[src/rtl/temperature_response_controller.sv]
// Debounces detector low/high flags and drives heater, cooler and a latched alarm.
// Actuators have a minimum run time; the alarm is held until acknowledged.
module temperature_response_controller #(
  parameter int unsigned DEBOUNCE = 3,
  parameter int unsigned MIN_ON   = 16,
  parameter int unsigned CNT_W    = 8
) (
  input  logic             clk,
  input  logic             rstN,
  input  logic             sampleValid,
  input  logic             lowTempAbnormality,
  input  logic             highTempAbnormality,
  input  logic             ackAlarm,
  output logic             heaterOn,
  output logic             coolerOn,
  output logic             alarm,
  output logic [1:0]       ctrlState,
  output logic [CNT_W-1:0] eventCount
);

  typedef enum logic [1:0] {
    IDLE  = 2'b00,
    HEAT  = 2'b01,
    COOL  = 2'b10,
    FAULT = 2'b11
  } state_t;

  typedef enum logic [1:0] {
    CLS_OK   = 2'b00,
    CLS_LOW  = 2'b01,
    CLS_HIGH = 2'b10,
    CLS_BOTH = 2'b11
  } cls_t;

  localparam logic [3:0] DEB_LIMIT  = 4'(DEBOUNCE);
  localparam logic [7:0] TIMER_LOAD = 8'(MIN_ON - 1);

  state_t     state, nextState;
  cls_t       sampleClass, prevClass, qualClass;
  logic [3:0] runCount, nextRun;
  logic [7:0] minTimer;
  logic       timerDone;
  logic       enterActuator;
  logic       enterAny;

  assign ctrlState = state;
  assign timerDone = (minTimer == 8'd0);

  // Debounce: a class qualifies when its run of identical samples reaches DEBOUNCE
  always_comb begin
    sampleClass = cls_t'({highTempAbnormality, lowTempAbnormality});
    nextRun     = 4'd1;
    if (sampleClass == prevClass) begin
      nextRun = (runCount == DEB_LIMIT) ? DEB_LIMIT : runCount + 4'd1;
    end
  end

  always_ff @(posedge clk or negedge rstN) begin
    if (!rstN) begin
      prevClass <= CLS_OK;
      qualClass <= CLS_OK;
      runCount  <= '0;
    end else if (sampleValid) begin
      prevClass <= sampleClass;
      runCount  <= nextRun;
      if (nextRun == DEB_LIMIT) begin
        qualClass <= sampleClass;
      end
    end
  end

  always_comb begin
    nextState = state;
    unique case (state)
      IDLE: begin
        unique case (qualClass)
          CLS_LOW:  nextState = HEAT;
          CLS_HIGH: nextState = COOL;
          CLS_BOTH: nextState = FAULT;
          default:  nextState = IDLE;
        endcase
      end
      HEAT: begin
        if (qualClass == CLS_BOTH) begin
          nextState = FAULT;
        end else if (timerDone) begin
          if (qualClass == CLS_OK) begin
            nextState = IDLE;
          end else if (qualClass == CLS_HIGH) begin
            nextState = COOL;
          end
        end
      end
      COOL: begin
        if (qualClass == CLS_BOTH) begin
          nextState = FAULT;
        end else if (timerDone) begin
          if (qualClass == CLS_OK) begin
            nextState = IDLE;
          end else if (qualClass == CLS_LOW) begin
            nextState = HEAT;
          end
        end
      end
      FAULT: begin
        if (ackAlarm && (qualClass != CLS_BOTH)) begin
          nextState = IDLE;
        end
      end
      default: nextState = IDLE;
    endcase
  end

  assign enterAny      = (nextState != state) && (nextState != IDLE);
  assign enterActuator = enterAny && ((nextState == HEAT) || (nextState == COOL));

  // Outputs are decoded from nextState so they switch on the same edge as state
  always_ff @(posedge clk or negedge rstN) begin
    if (!rstN) begin
      state      <= IDLE;
      minTimer   <= '0;
      eventCount <= '0;
      heaterOn   <= 1'b0;
      coolerOn   <= 1'b0;
      alarm      <= 1'b0;
    end else begin
      state <= nextState;
      if (enterActuator) begin
        minTimer <= TIMER_LOAD;
      end else if (!timerDone) begin
        minTimer <= minTimer - 8'd1;
      end
      if (enterAny && (eventCount != '1)) begin
        eventCount <= eventCount + CNT_W'(1);
      end
      heaterOn <= (nextState == HEAT);
      coolerOn <= (nextState == COOL);
      alarm    <= (nextState == FAULT);
    end
  end

endmodule

[config.mk]
export PLATFORM = sky130hd
export DESIGN_NAME = temperature_response_controller
export DESIGN_NICKNAME = d
export VERILOG_FILES = /design/src/rtl/temperature_response_controller.sv
export SDC_FILE = /design/constraint.sdc
export NUM_CORES = 1
export LEC_CHECK = 0
export BUFFER_PORTS_ARGS = -buffer_cell sky130_fd_sc_hd__buf_2
export CELL_PAD_IN_SITES_DETAIL_PLACEMENT = 0
export CELL_PAD_IN_SITES_GLOBAL_PLACEMENT = 1
export CORE_UTILIZATION = 40
export CTS_CLUSTER_DIAMETER = 80
export CTS_CLUSTER_SIZE = 16
export DETAILED_ROUTE_END_ITERATION = 12
export GPL_TIMING_DRIVEN = 0
export PLACE_DENSITY_LB_ADDON = 0.15
export SYNTH_ARGS = -nofsm -noshare
export SYNTH_HDL_FRONTEND = slang
export SYNTH_SLANG_ARGS = --single-unit
[constraint.sdc]
create_clock -name clk -period 2.6 [get_ports clk]
set_clock_uncertainty 0.05 [all_clocks]
set_input_delay 0.13 -clock clk [delete_from_list [all_inputs] [get_ports clk]]
set_output_delay 0.13 -clock clk [all_outputs]
set_load 0.01 [all_outputs]
Word level (Yosys, flattened, before mapping)
Cells that the tools add are included.

operators by class
  mux-type cells = 15
  $add $sub $neg = 3
  eq/ne operators = 16
  reduce and logical (&&, ||, !) cells = 10

operator list
  cell                 count
  $mux 2               9
  $mux 8               2
  $eq 2x2->1 const B   6
  $add 8x1->8 const B  1
  $eq 4x2->1 const B   2
  $logic_not 8->1      1
  $mux 4               2
  $ne 8x8->1 const B   1
  $pmux 2 s4           1
  $sub 8x1->8 const B  1
  $eq 2x1->1 const B   3
  $pmux 2 s3           1
  $add 4x1->4 const B  1
  $logic_and 1x1->1    4
  $logic_not 2->1      2
  $eq 2x2->1           1
  $ne 2x1->1 const B   1
  $ne 2x2->1           1
  $ne 2x2->1 const B   1
  $reduce_and 2->1     1
  $reduce_bool 2->1    1
  $logic_or 1x1->1     1

storage, ports and cells
  input port bits = 6
  output and inout port bits = 13
  register bits after elaboration = 29

Longest topological paths before layout
  depth in word-level cells = 10
  mapped depth = 12
  mapped depth without buffers = 11

Worst setup path before layout
No wires, ideal clock.

  path type = flip-flop to flip-flop
  start = reg minTimer[0]
  end = reg eventCount[1]
  path buffers = 1
  arrival = 2.436 ns
  library setup time = 0.125 ns
  clock period less this slack = 2.611 ns
  cell stages (with the launch flop) = 13
  slack = -0.011 ns
  cells stage by stage = dfrtp_1 -> inv_1 -> ha_1 -> nor3b_1 -> nand2_1 -> buf_2 -> or2_0 -> a32o_1 -> inv_1 -> ha_1 -> o21ba_2 -> nand2_1 -> mux2_2

between the ends
  longest elaborated chain between the ends = 7
  elaborated cells between the ends (all ways) = 10
  those cells by class = 1 x eq/ne; 5 x mux; 4 x reduce/logical

RTL lines
  element                                                 RTL line  text
  start, declared                                         41        logic [7:0] minTimer;
  start signal, assigned                                  131       minTimer <= minTimer - 8'd1;
  $logic_not 8->1 (*)                                     47        assign timerDone = (minTimer == 8'd0);
  $mux 2 (on tied branches)                               97, 86
  $mux 2 (on tied branches)                               95, 84
  $pmux 2 s4 (*)                                          74        unique case (state)
  named net nextState[0]                                  38        state_t state, nextState;
  $ne 2x2->1 / $reduce_bool 2->1 (equally long branches)  114       assign enterAny = (nextState != state) && (nextState != IDLE);
  $logic_and 1x1->1 (*)                                   114
  $logic_and 1x1->1 (*)                                   133       if (enterAny && (eventCount != '1)) begin
  end signal, assigned                                    134       eventCount <= eventCount + CNT_W'(1);
  end, declared                                           18        output logic [CNT_W-1:0] eventCount

Mark *: on every way through the listed nets, which the timed path passes. The rest lies on a longest branch.
A chain may end at the register's enable or synchronous reset.

Final worst setup path
  start = reg minTimer[1]
  end = reg eventCount[1]

The elaborated chain is that of the path after synthesis.

==> metrics.cfg <==
[clock_tree]
worstSkewPairLatency_ns = 0.28
clk_pin_slew_ns = 0.06
cts_tree = built
clockRootBuffer = clkbuf_8
clock-sinks = 29
cts_buffers = 5
cts_buffer_depth = 2
cts-htree-levels = 2

[logic_synthesis]
avgSynthCellArea_um2 = 10.1
async_flop_share_pct = 100
synth_cells = 154
ys_warn_count = 0
yosys_most_used_dff = dfrtp_1
synth_nets = 168
ys_ff_latch = 29
synth_edf_count = 0
synth-seq-area-share_pct = 46.6
synth_area_um2 = 1560
synth_cell_type_count = 36

[place]
portBuffers = 17
place_congestion = 0.812
dp.cells = 219
post_dp_cell_area_um2 = 1710
dp_hpwl_mm = 2.07

[setup_path]
cp.required_ns = 2.71
r2r_slack_ns = 0.09
worstRegToRegCells = 12
cp_max_fo = 8
worstReg2RegEnd = eventCount[1]
critPathKind = flop to flop
worstSetupEndpointType = flop
cp-start-kind = flop
arrival_ns = 2.62
regToRegStartpoint = minTimer[1]
cp-startpoint = minTimer[1]

[min_path]
whs_path_depth = 2
min_from = lowTempAbnormality
worstHoldPathType = input port to flop
min_to = prevClass[0]

[floorplanning]
start_util_pct = 42.2
core_um2 = 3690
num_io_pins = 19
dieHeight_um = 64.4
die-area_um2 = 4140
std_cell_rows = 22
die_w_um = 64.4

[pwr]
ir_drop_uv = 714
leakage_nw = 0.941
power_density_nw_per_um2 = 1180

[final_layout]
finalNonFillerCells = 247
fillers = 347
final_cell_area_um2 = 2030
final_cell_mix = dfrtp_1 (29), buf_2 (19), buf_4 (18), nand2_1 (15), nor2_1 (11)
final_nets = 212
layout_commonest_cell = dfrtp_1
drive_gt1_share_pct = 35.7
antennaDiodeCount = 0
area_growth_pct = 30.1

[global_route]
grt_pass1_vias = 1230
gr-total-overflow = 0
grt_pass1_wl_mm = 5.33
grt_usage_pct = 17.0
grt_max_degree = 30
antenna_found_initial = 0

[sta]
period_needed_ns = 2.51
maxSlewHeadroom_pct = 55.7
max_freq_mhz = 398
hold_viol_final = 0
worstMarginPinSlew_ns = 0.665
drv_slew = 0
setup_viol = 0
fin_crit_sh_pct = 96.6

[route]
drt_wl_total_mm = 3.16
vias = 1249
dr.pass1.iters = 6
drtIter0Drc = 53
remaining_drc_errors = 0
wire_per_inst_um = 12.8
drt-vias-per-instance = 5.06
antenna_left = 0

[status]
outcome = completed

[flow_run]
cap_viol_max_count = 0

## power breakdown
part           switching, W  internal, W  total [W]
Combinational      0.000635     0.000664    0.00130
Sequential         0.000134     0.000606   0.000740
Clock              0.000175     0.000185   0.000360
Total              0.000944      0.00145    0.00240
## synthesized netlist by cell type, drive strengths merged (2+ instances only)
cell type	count	share of area (%)
mux2	5	3.6
clkbuf	2	0.48
xnor2	9	5.1
nand3b	2	0.96
o21ai	8	2.6
nor3	2	0.64
a21oi	6	1.9
nand3	7	2.3
nor2b	3	1.2
ha	8	6.4
and3	6	2.4
a32o	2	1.3
and2	2	0.80
dfrtp	29	47
xor2	6	3.4
inv	6	1.4
nor2	14	3.7
o211ai	2	0.96
buf	4	1.4
nand2	17	4.1
## cells by family after synthesis
family	Yosys count	share of synthesized area, %
fa+ha+maj	8	6.43
xor+xnor	15	8.44
simple gates	58	19.5
compound gates	27	12.0
flops	29	46.6
mux	5	3.62
buf+inv	12	3.38
## worst max path at each step
stage | cells after the start | slack [ns] | end
2_1_floorplan | 12 | 0.07 | eventCount[1]
3_3_place_gp | 12 | -0.27 | eventCount[1]
3_5_place_dp | 12 | -0.29 | eventCount[1]
4_1_cts | 15 | -0.02 | eventCount[1]
5_1_grt | 12 | -0.03 | eventCount[1]
6_report | 12 | 0.09 | eventCount[1]
## timing repair
item,CTS,global route
endpoints found under the hold margin,29,0
resized for setup,15,10
endpoints found under the setup margin,11,16
cloned,1,0
buffers inserted,15,6
hold buffers,1,0
pin swaps,2,5
## worst max-delay path: stages, from the launching register on
cell,delay [ns]
dfrtp_1,0.39
inv_2,0.08
ha_4,0.13
nor3b_4,0.21
nand2_2,0.11
buf_6,0.15
or2_0,0.20
a32o_2,0.29
inv_2,0.09
ha_4,0.15
o21ba_4,0.18
nand2_4,0.08
mux2_4,0.30
## metal layers
layer	share of wire [%]	up-vias	GRT usage (%)
li1	-	620	-
met1	48	596	20.3
met2	47	27	28.0
met3	3.5	6	4.82
met4	1.5	0	8.06
met5	0	-	0
## area by class of cell
class	instances	area [µm²]	share of cell area, %
flip-flops and latches	29	726	35.8
repair buffers	38	253	12.5
multi-input cells	113	853	42.1
inverters	6	22.5	1.11
clock inverters	2	10.0	0.494
clock buffers	6	72.6	3.58
plain buffers	5	28.8	1.42
well taps	48	60.1	2.96
## through the flow
step / utilization, % / power (W) / TNS [ns] / hold WS [ns] / worst slack (ns)
6_report: 54.9 / 0.00240 / 0 / 0.0767 / 0.0887
3_3_place_gp: 46.3 / 0.00166 / -0.423 / 0.146 / -0.266
2_1_floorplan: - / 0.00143 / 0 / -0.216 / 0.0662
4_1_cts: 53.0 / 0.00230 / -0.0158 / 0.0756 / -0.0158
5_1_grt: 54.9 / 0.00259 / -0.0331 / 0.0894 / -0.0331
3_5_place_dp: 46.3 / 0.00169 / -0.462 / 0.156 / -0.289
## registers in the layout, indices dropped and copies added, names as in the netlist
register and cells:
alarm 1, coolerOn 1, ctrlState 2, eventCount 8, heaterOn 1, minTimer 8, prevClass 2, qualClass 2
runCount 4
Note: power is estimated with default switching activity, not from simulation.
